`src/rtl/conv_compute_sequencer.sv`:
```
// conv_compute_sequencer: issues cin/cout/col loop iterations per row and derives RAM addresses and strobes.
// Rev 1.0
`default_nettype none

module conv_compute_sequencer #(
    parameter int WIDTH_RAM_ADDR_SIZE      = 13,
    parameter int WIDTH_FEATURE_SIZE       = 12,
    parameter int WIDTH_TEMP_RAM_ADDR_SIZE = 7,
    parameter int WIDTH_CHANNEL_NUM_REG    = 10,
    parameter int DELAY_TIMES              = 23,
    parameter int ADDR_DELAY               = 2,
    parameter int WAIT_CYCLES              = 4
) (
    input  logic                                clk,
    input  logic                                rst,
    input  logic                                Start_Cu,
    input  logic                                Abort,
    input  logic                                compute_fifo_ready,
    input  logic                                M_ready,
    input  logic [WIDTH_CHANNEL_NUM_REG-1:0]    CIN_TIMES,
    input  logic [WIDTH_CHANNEL_NUM_REG-1:0]    COUT_TIMES,
    input  logic [WIDTH_FEATURE_SIZE-1:0]       COL_NUM,
    input  logic [WIDTH_FEATURE_SIZE-1:0]       ROW_NUM,
    output logic                                rd_en_fifo,
    output logic [WIDTH_RAM_ADDR_SIZE-1:0]      weight_addrb,
    output logic [WIDTH_TEMP_RAM_ADDR_SIZE-1:0] ram_temp_read_address,
    output logic [WIDTH_TEMP_RAM_ADDR_SIZE-1:0] ram_temp_write_address,
    output logic                                M_Valid,
    output logic                                First_Compute_Complete,
    output logic                                Row_Done,
    output logic                                Compute_Complete,
    output logic                                Busy,
    output logic [WIDTH_FEATURE_SIZE-1:0]       S_Count_Fifo,
    output logic [WIDTH_FEATURE_SIZE-1:0]       M_Count_Fifo
);

    localparam int CH    = WIDTH_CHANNEL_NUM_REG;
    localparam int FEAT  = WIDTH_FEATURE_SIZE;
    localparam int RAMW  = WIDTH_RAM_ADDR_SIZE;
    localparam int TEMPW = WIDTH_TEMP_RAM_ADDR_SIZE;
    localparam int PW    = CH + FEAT + RAMW;
    localparam int DLEN  = DELAY_TIMES + 1;
    localparam logic [4:0] WAIT_LAST = 5'(WAIT_CYCLES - 1);

    typedef enum logic [2:0] {
        S_IDLE        = 3'd0,
        S_WAIT        = 3'd1,
        S_JUDGE_FIFO  = 3'd2,
        S_JUDGE_READY = 3'd3,
        S_COMPUTE     = 3'd4,
        S_JUDGE_ROW   = 3'd5
    } state_t;

    state_t            state_q, state_d;
    logic [CH-1:0]     cin_num_q, cin_num_d, cout_num_q, cout_num_d;
    logic [FEAT-1:0]   col_num_q, col_num_d, row_num_q, row_num_d;
    logic [4:0]        wait_cnt_q, wait_cnt_d;
    logic [CH-1:0]     cin_cnt_q, cin_cnt_d, cout_cnt_q, cout_cnt_d;
    logic [FEAT-1:0]   col_cnt_q, col_cnt_d, row_cnt_q, row_cnt_d;
    logic              rd_en_q, rd_en_d;
    logic [TEMPW-1:0]  wr_addr_q, wr_addr_d;
    logic              done_q, done_d;
    logic [FEAT-1:0]   count_fifo_q, count_fifo_d;
    logic [RAMW-1:0]   waddr_q [ADDR_DELAY+1];
    logic [RAMW-1:0]   waddr_s0_d;
    logic [TEMPW-1:0]  taddr_q [ADDR_DELAY+1];
    logic [TEMPW-1:0]  taddr_s0_d;
    logic [DLEN-1:0]   mv_q;
    logic [DLEN-1:0]   fcc_q;

    logic w_issue, w_cin_last, w_cout_last, w_col_last, w_row_last, w_zero_cfg;

    assign w_issue     = (state_q == S_COMPUTE) && M_ready && !Abort;
    assign w_cin_last  = (cin_cnt_q  == cin_num_q  - CH'(1));
    assign w_cout_last = (cout_cnt_q == cout_num_q - CH'(1));
    assign w_col_last  = (col_cnt_q  == col_num_q  - FEAT'(1));
    assign w_row_last  = (row_cnt_q  == row_num_q  - FEAT'(1));
    assign w_zero_cfg  = (cin_num_q == '0) || (cout_num_q == '0) ||
                         (col_num_q == '0) || (row_num_q == '0);

    always_comb begin
        state_d      = state_q;
        cin_num_d    = cin_num_q;
        cout_num_d   = cout_num_q;
        col_num_d    = col_num_q;
        row_num_d    = row_num_q;
        wait_cnt_d   = wait_cnt_q;
        cin_cnt_d    = cin_cnt_q;
        cout_cnt_d   = cout_cnt_q;
        col_cnt_d    = col_cnt_q;
        row_cnt_d    = row_cnt_q;
        done_d       = 1'b0;
        rd_en_d      = w_issue && (cout_cnt_q == '0);
        count_fifo_d = FEAT'(PW'(col_num_q) * PW'(cin_num_q));
        waddr_s0_d   = waddr_q[0];
        taddr_s0_d   = taddr_q[0];

        if (w_issue) begin
            waddr_s0_d = RAMW'(PW'(cout_cnt_q) * PW'(cin_num_q) + PW'(cin_cnt_q));
            taddr_s0_d = TEMPW'(cin_cnt_q);
        end

        // Clear takes priority so each column restarts its temp writes at 0.
        if (!rd_en_q || ((cin_cnt_q == '0) && (cout_cnt_q == '0)))
            wr_addr_d = '0;
        else
            wr_addr_d = wr_addr_q + TEMPW'(1);

        case (state_q)
            S_IDLE: begin
                if (Start_Cu) begin
                    cin_num_d  = CIN_TIMES;
                    cout_num_d = COUT_TIMES;
                    col_num_d  = COL_NUM;
                    row_num_d  = ROW_NUM;
                    wait_cnt_d = '0;
                    cin_cnt_d  = '0;
                    cout_cnt_d = '0;
                    col_cnt_d  = '0;
                    row_cnt_d  = '0;
                    state_d    = S_WAIT;
                end
            end
            S_WAIT: begin
                if (wait_cnt_q == WAIT_LAST) begin
                    wait_cnt_d = '0;
                    if (w_zero_cfg) begin
                        state_d = S_IDLE;
                        done_d  = 1'b1;
                    end else begin
                        state_d = S_JUDGE_FIFO;
                    end
                end else begin
                    wait_cnt_d = wait_cnt_q + 5'd1;
                end
            end
            S_JUDGE_FIFO: begin
                if (compute_fifo_ready)
                    state_d = S_JUDGE_READY;
            end
            S_JUDGE_READY: begin
                if (M_ready)
                    state_d = S_COMPUTE;
            end
            S_COMPUTE: begin
                if (w_issue) begin
                    if (w_cin_last) begin
                        cin_cnt_d = '0;
                        if (w_cout_last) begin
                            cout_cnt_d = '0;
                            if (w_col_last) begin
                                col_cnt_d = '0;
                                state_d   = S_JUDGE_ROW;
                            end else begin
                                col_cnt_d = col_cnt_q + FEAT'(1);
                            end
                        end else begin
                            cout_cnt_d = cout_cnt_q + CH'(1);
                        end
                    end else begin
                        cin_cnt_d = cin_cnt_q + CH'(1);
                    end
                end
            end
            S_JUDGE_ROW: begin
                if (w_row_last) begin
                    row_cnt_d = '0;
                    done_d    = 1'b1;
                    state_d   = S_IDLE;
                end else begin
                    row_cnt_d = row_cnt_q + FEAT'(1);
                    state_d   = S_JUDGE_FIFO;
                end
            end
            default: state_d = S_IDLE;
        endcase

        if (Abort) begin
            state_d    = S_IDLE;
            wait_cnt_d = '0;
            cin_cnt_d  = '0;
            cout_cnt_d = '0;
            col_cnt_d  = '0;
            row_cnt_d  = '0;
            done_d     = 1'b0;
            wr_addr_d  = '0;
        end
    end

    always_ff @(posedge clk) begin
        if (rst) begin
            state_q      <= S_IDLE;
            cin_num_q    <= '0;
            cout_num_q   <= '0;
            col_num_q    <= '0;
            row_num_q    <= '0;
            wait_cnt_q   <= '0;
            cin_cnt_q    <= '0;
            cout_cnt_q   <= '0;
            col_cnt_q    <= '0;
            row_cnt_q    <= '0;
            rd_en_q      <= 1'b0;
            wr_addr_q    <= '0;
            done_q       <= 1'b0;
            count_fifo_q <= '0;
            mv_q         <= '0;
            fcc_q        <= '0;
            for (int i = 0; i <= ADDR_DELAY; i++) begin
                waddr_q[i] <= '0;
                taddr_q[i] <= '0;
            end
        end else begin
            state_q      <= state_d;
            cin_num_q    <= cin_num_d;
            cout_num_q   <= cout_num_d;
            col_num_q    <= col_num_d;
            row_num_q    <= row_num_d;
            wait_cnt_q   <= wait_cnt_d;
            cin_cnt_q    <= cin_cnt_d;
            cout_cnt_q   <= cout_cnt_d;
            col_cnt_q    <= col_cnt_d;
            row_cnt_q    <= row_cnt_d;
            rd_en_q      <= rd_en_d;
            wr_addr_q    <= wr_addr_d;
            done_q       <= done_d;
            count_fifo_q <= count_fifo_d;
            waddr_q[0]   <= waddr_s0_d;
            taddr_q[0]   <= taddr_s0_d;
            for (int i = 1; i <= ADDR_DELAY; i++) begin
                waddr_q[i] <= waddr_q[i-1];
                taddr_q[i] <= taddr_q[i-1];
            end
            // Strobe delay lines run freely so results drain through stalls and after the row.
            mv_q[0]  <= w_issue && w_cin_last;
            fcc_q[0] <= w_issue && (cin_cnt_q == '0);
            for (int i = 1; i < DLEN; i++) begin
                mv_q[i]  <= mv_q[i-1];
                fcc_q[i] <= fcc_q[i-1];
            end
        end
    end

    assign rd_en_fifo             = rd_en_q;
    assign weight_addrb           = waddr_q[ADDR_DELAY];
    assign ram_temp_read_address  = taddr_q[ADDR_DELAY];
    assign ram_temp_write_address = wr_addr_q;
    assign M_Valid                = mv_q[DELAY_TIMES];
    assign First_Compute_Complete = fcc_q[DELAY_TIMES-1];
    assign Row_Done               = (state_q == S_JUDGE_ROW);
    assign Compute_Complete       = done_q;
    assign Busy                   = (state_q != S_IDLE);
    assign S_Count_Fifo           = count_fifo_q;
    assign M_Count_Fifo           = count_fifo_q;

endmodule

`default_nettype wire

```
`config.mk`:
```
export PLATFORM = sky130hd
export DESIGN_NAME = conv_compute_sequencer
export DESIGN_NICKNAME = d
export VERILOG_FILES = /design/src/rtl/conv_compute_sequencer.sv
export SDC_FILE = /design/constraint.sdc
export NUM_CORES = 1
export LEC_CHECK = 0
export ABC_AREA = 1
export ABC_CLOCK_PERIOD_IN_PS = 5850
export BUFFER_PORTS_ARGS = -buffer_cell sky130_fd_sc_hd__buf_2
export CAP_MARGIN = 40
export CORE_MARGIN = 2
export CORE_UTILIZATION = 60
export CTS_CLUSTER_DIAMETER = 40
export CTS_CLUSTER_SIZE = 28
export DETAILED_ROUTE_END_ITERATION = 10
export PLACE_DENSITY = 0.79
export SYNTH_ARGS = -nofsm -noshare
export SYNTH_HDL_FRONTEND = slang
export SYNTH_SLANG_ARGS = --single-unit
```
`constraint.sdc`:
```
create_clock -name clk -period 5.85 [get_ports clk]
set_input_delay 0.585 -clock clk [delete_from_list [all_inputs] [get_ports clk]]
set_output_delay 0.585 -clock clk [all_outputs]
set_load 0.005 [all_outputs]
```
; ---- After elaboration in Yosys (flattened, before gate mapping)
; Memory sizes are Yosys's and may differ from the RTL's.
; Index checks and enable logic that the tools add are counted.
[op_classes]
muxes = 45
reduce_logical = 32
add_sub_neg = 11
n_bitwise = 6
mul = 2
n_eq_ne = 18
[ops]
columns = cell, n
row1 = $mux 12, 6
row2 = $mux 10, 6
row3 = $mux 13, 4
row4 = $pmux 12 s2, 2
row5 = $logic_not 10->1, 4
row6 = $pmux 10 s2, 2
row7 = $mux 7, 4
row8 = $add 12x1->12 const B, 2
row9 = $eq 12x12->1, 2
row10 = $logic_not 12->1, 2
row11 = $mux 3, 8
row12 = $sub 12x1->12 const B, 2
row13 = $add 10x1->10 const B, 2
row14 = $eq 10x10->1, 2
row15 = $sub 10x1->10 const B, 2
row16 = $pmux 3 s6, 1
row17 = $ne 2x2->1 const B, 8
row18 = $add 13x10->13, 1
row19 = $mul 10x10->13, 1
row20 = $mul 12x10->12, 1
row21 = $mux 5, 2
row22 = $pmux 5 s2, 1
row23 = $reduce_and 8->1, 1
row24 = $add 7x1->7 const B, 1
row25 = 21 further kinds, 47
[word_totals]
memories = 2
register_bits = 164
inputBits = 50
ramBits = 60
elab_cells = 132
[mem_list]
columns = memory, words, width, read_ports, rd_clocked_by_memory_dff, write_ports, line_no
row1 = waddr_q, 3, 13, 3, 0, 3, 64  ; logic [RAMW-1:0] waddr_q [ADDR_DELAY+1];
row2 = taddr_q, 3, 7, 3, 0, 3, 66  ; logic [TEMPW-1:0] taddr_q [ADDR_DELAY+1];

; ---- Longest topological paths before layout
[logic_depth]
depth_word = 7
ltp_mapped = 26

; ---- Least setup slack after synthesis
; OpenSTA, ideal clock, no wires.
[synth_timing]
path_type = register to register
startpoint = reg cin_num_q[3]
endpoint = mem waddr_q[0][12] (netlist name)
setup_time_ns = 0.064
t_required_ns = 5.786
synth_period_minus_slack_ns = 4.882
t_arrival_ns = 4.818
setup_slack_ns = 0.968
n_path_buf = 2
path_stages_with_launch = 23
path_cell_list = dfxtp_1 -> buf_2 -> buf_1 -> nand2_1 -> fa_1 -> inv_1 -> fa_1 -> inv_1 -> fa_1 -> inv_1 -> fa_1 -> inv_1 -> fa_1 -> inv_1 -> ha_1 -> inv_1 -> nor3_1 -> nand2_1 -> o21ai_0 -> nand3_1 -> nand2_1 -> nor2_1 -> nor2_1
[synth_lines]
columns = item, line_no
row1 = "start, declared", 55  ; logic [CH-1:0] cin_num_q, cin_num_d, cout_num_q, cout_num_d;
row2 = "start signal, assigned", 214  ; cin_num_q <= cin_num_d;
row3 = "end, declared", 64

; ---- Worst setup path after layout
[layout_timing]
startpoint = reg cin_num_q[3]
endpoint = reg count_fifo_q[11] (netlist: M_Count_Fifo[11])
[layout_via]
elab_chain_cells = 1
[layout_rtl]
columns = item, line_no
row1 = $mul 12x10->12, 94  ; count_fifo_d = FEAT'(PW'(col_num_q) * PW'(cin_num_q));
row2 = "end signal, assigned", 226  ; count_fifo_q <= count_fifo_d;
row3 = "end, declared", 63  ; logic [FEAT-1:0] count_fifo_q, count_fifo_d;
; Every way passes these cells.
; A chain may end at the register's enable or synchronous reset.

==> flow_summary_export.csv <==
group,metric,value,unit
critical_path,criticalPathCategory,"flop to flop",
yosys,synth_cell_types,41,
critical_path,path_cells,"buf_4 -> nand2_1 -> fa_1 -> inv_1 -> fa_1 -> inv_1 -> fa_1 -> inv_1 -> fa_1 -> inv_1 -> fa_1 -> inv_1 -> ha_1 -> inv_1 -> nor3_1 -> nand3_1 -> o2111ai_1 -> nand2_1 -> nand2_1 -> nor2_1",
floorplan,core_area,0.0244,mm^2
placement,portBuffers,106,
critical_path,critPathSlowestCell,"dfxtp_1",
timing,setup_violations,0,
yosys,async_reset_ff_share,0,%
final_layout,nets,2360,
critical_path,reg2reg_to,"M_Count_Fifo[11]",
yosys,synthTopCellsByCount,"nand2_1, inv_1, nor2_1, dfxtp_1, nand3_1",
placement,dp_hpwl,25.6,mm
critical_path,rrSetupSlack,0.68,ns
timing,min_period_over_period,88.4,%
critical_path,path_delay_family,"adder cells",
critical_path,path_common_cell,"inv_1",
power,pwr_density_cell,254,mW/mm^2
yosys,synthAdderAreaFrac,18.2,%
timing,fin_setup_tns,0,ns
min_path,min_delay_path_depth,3,
timing,clock_skew,0.0254,ns
timing,fin_crit,5.17,ns
floorplan,start_util,61.3,%
yosys,synth_cells,2106,
critical_path,critPathRequiredTime,6.30,ns
clocking,post-cts-setup-buffer-count,0,
timing,relSlewSlack,41.2,%
yosys,synth_top_family_by_area,"simple AND/OR/NAND/NOR gates",
yosys,synth_most_common_cell,"nand2_1",
critical_path,crit_buf_inv,7,
run_status,status,"finished, final reports clean",
yosys,synth_compound_area_share,7.77,%
drt,dr.first_iter.drc_count,751,
yosys,synth_seq_cells,224,
drt,drtPass1Iterations,5,
yosys,avgSynthCellArea,7.10,um^2
yosys,synth.net_count,2319,
power,leakage,8.05,nW
placement,post-place-ws,0.743,ns
clocking,hold_buffers,0,
clocking,cts_buffers,29,
clocking,insertion_delay,0.58,ns
drt,wl,34.3,mm
clocking,clk_path_buf_depth,3,
drt,routed_via_density,5.14,
timing,rsz0062_at_grt,"false",
clocking,cts-root-buf,"clkbuf_16",
final_layout,syn_to_final_growth,9.67,%
min_path,min_to,"row_num_q[10]",
yosys,ys.flop_type,"dfxtp_1",
floorplan,fp.dieH,162,um
floorplan,die-area,0.0262,mm^2
yosys,yosys_warnings,0,
yosys,synth_mux_area_share,0,%
yosys,yosys.area_share.xor_xnor,4.98,%
yosys,syn_area,0.0149,mm^2
timing,hold_viol,0,
yosys,synth_area_leader_cell,"dfxtp_1",
clocking,clk_pin_slew_worst_paths,0.07,ns
critical_path,crit_path_max_incr_delay,0.69,ns
floorplan,rows,57,
global_routing,grt_max_degree,80,
global_routing,first_global_vias,12600,
placement,place_congestion,0.888,
final_layout,nFillCells,2094,
critical_path,r2r_cells,20,
power,p_total,0.00417,W
critical_path,cp-end-kind,"flop",
drt,drc,0,
flow_run,cap_violations,0,
clocking,clock-sinks,224,
min_path,min-delay-start,"ROW_NUM[10]",
final_layout,drive_gt1_share,9.69,%
critical_path,arrival,5.62,ns
clocking,htree_levels,1,
global_routing,grt_first_pass_wirelength,57.9,mm
clocking,ctsResizeCount,0,
global_routing,grt_use_total,26.7,%
timing,worst_pin_slew,0.881,ns
drt,routedWlPerCell,13.8,um
yosys,synth-simple-area-share,24.4,%
drt,vias,12800,
timing,slew_violations,0,
critical_path,worst_setup_path_start_kind,"flop",
yosys,synth_top_area_share,30.0,%
critical_path,path_max_fanout,14,
critical_path,rr_startpoint,"cin_num_q[3]",
global_routing,grt_antenna_before_repair,1,
floorplan,num_io_pins,107,
timing,fmax,193,MHz
yosys,synth_seq_area_share,30.0,%
floorplan,fp.dieW,162,um
timing,layout_setup_ws,0.678,ns
drt,ant_nets,0,
power,vdd_drop_max,0.274,mV
min_path,min-delay-path-class,"primary input to flop",
clocking,cts_tree,"built",
yosys,synth_edf_count,0,
timing,holdWs,0.230,ns
global_routing,overflow,0,
yosys,yosys-top-cells-area,"dfxtp_1, fa_1, nand2_1",
cells by family (layout without fill, tap and decap cells):
kind of cell / Yosys count / after routing
AOI/OAI and AO/OA: 216 / 216
xor gates and xnor gates: 85 / 85
adders and majority gates: 163 / 163
buffers and inverters: 533 / 595
DFF: 224 / 224
other: 0 / 1
and+or+nand+nor: 885 / 885
placed cells by master (no fill, tap or decap), types with 3 or more instances in the layout:
cell type  netlist  routed
inv_1          408     408
o21ai_0         88      88
o21bai_1         4       4
ha_1            72      72
clkbuf_16        0      29
nor2_4           3       3
inv_2           11      12
a21oi_2          7       7
dfxtp_1        224     224
a21oi_1         95      95
xor2_1          60      60
or2_2            3       3
buf_4           34      15
buf_2           10     105
o211ai_1         6       6
nand2_1        449     449
nand3_1        100     100
inv_6            0       5
fa_1            91      91
nor2_1         253     253
o21ai_1          6       6
nor3_1          33      33
clkinv_8         0       3
a211oi_1         4       4
nor2_2           8       8
xnor2_1         25      25
nand3b_1         5       5
nand4_1         15      15
inv_12           0       3
nor4_1           9       9
metrics by stage:
| stage | utilization (%) | cells | area [um^2] |
|---|---|---|---|
| floorplan | - | 2106 | 14900 |
| global placement | 63.1 | 2439 | 15400 |
| detailed placement | 63.1 | 2440 | 15400 |
| CTS | 67.2 | 2492 | 16400 |
| global route | 67.2 | 2493 | 16400 |
| finish | 67.2 | 2493 | 16400 |
sequential cells by signal, indices dropped and copies added (netlist names), 3 cells and up:
register and cells:
taddr_q 21, wait_cnt_q 5, M_Count_Fifo 12, cout_num_q 10, fcc_q 23, ram_temp_write_address 7
mv_q 24, cin_num_q 10, cout_cnt_q 10, col_num_q 12, cin_cnt_q 10, col_cnt_q 12
state_q 3, row_num_q 12, waddr_q 39, row_cnt_q 12
how the worst max path moves through the flow:
stage                            start               end  slack (ns)  cells past startpoint
after floorplan           cin_num_q[3]    waddr_q[0][12]        0.97                     22
after global placement    cin_num_q[1]    waddr_q[0][12]        0.85                     20
after detailed placement  cin_num_q[3]  M_Count_Fifo[11]        0.74                     20
after CTS                 cin_num_q[3]  M_Count_Fifo[11]        0.72                     20
after global routing      cin_num_q[3]  M_Count_Fifo[11]        0.38                     20
final                     cin_num_q[3]  M_Count_Fifo[11]        0.68                     20
final cells by class:
class	count	area (um^2)	share of cell area (%)
repair buffers	120	638	3.89
well taps	324	405	2.47
multi-input cells	1349	8280	50.5
clock inverters	21	256	1.56
flip-flops and latches	224	4480	27.4
diodes	1	2.50	0.0153
clock buffers	31	733	4.47
inverters	423	1590	9.70
metal layers:
layer,track usage [%],vias to the layer above,share of wire (%)
met5,0,-,0
met1,33.9,5859,42
li1,-,6434,-
met3,3.80,83,7.0
met4,8.37,0,2.9
met2,47.0,430,48
report_power, final:
| group | leakage [nW] | switching (W) | internal [W] | total (W) |
|---|---|---|---|---|
| registers | 1.82 | 0.0000930 | 0.00158 | 0.00167 |
| logic | 5.76 | 0.000456 | 0.000257 | 0.000713 |
| clock network | 0.477 | 0.000783 | 0.00100 | 0.00179 |
| total | 8.05 | 0.00133 | 0.00284 | 0.00417 |
worst min-delay path, stage by stage:
cell and delay [ns]:
buf_2 0.07, nor2_1 0.03, nor2_1 0.08
Note: power is estimated with default switching activity, not from simulation.
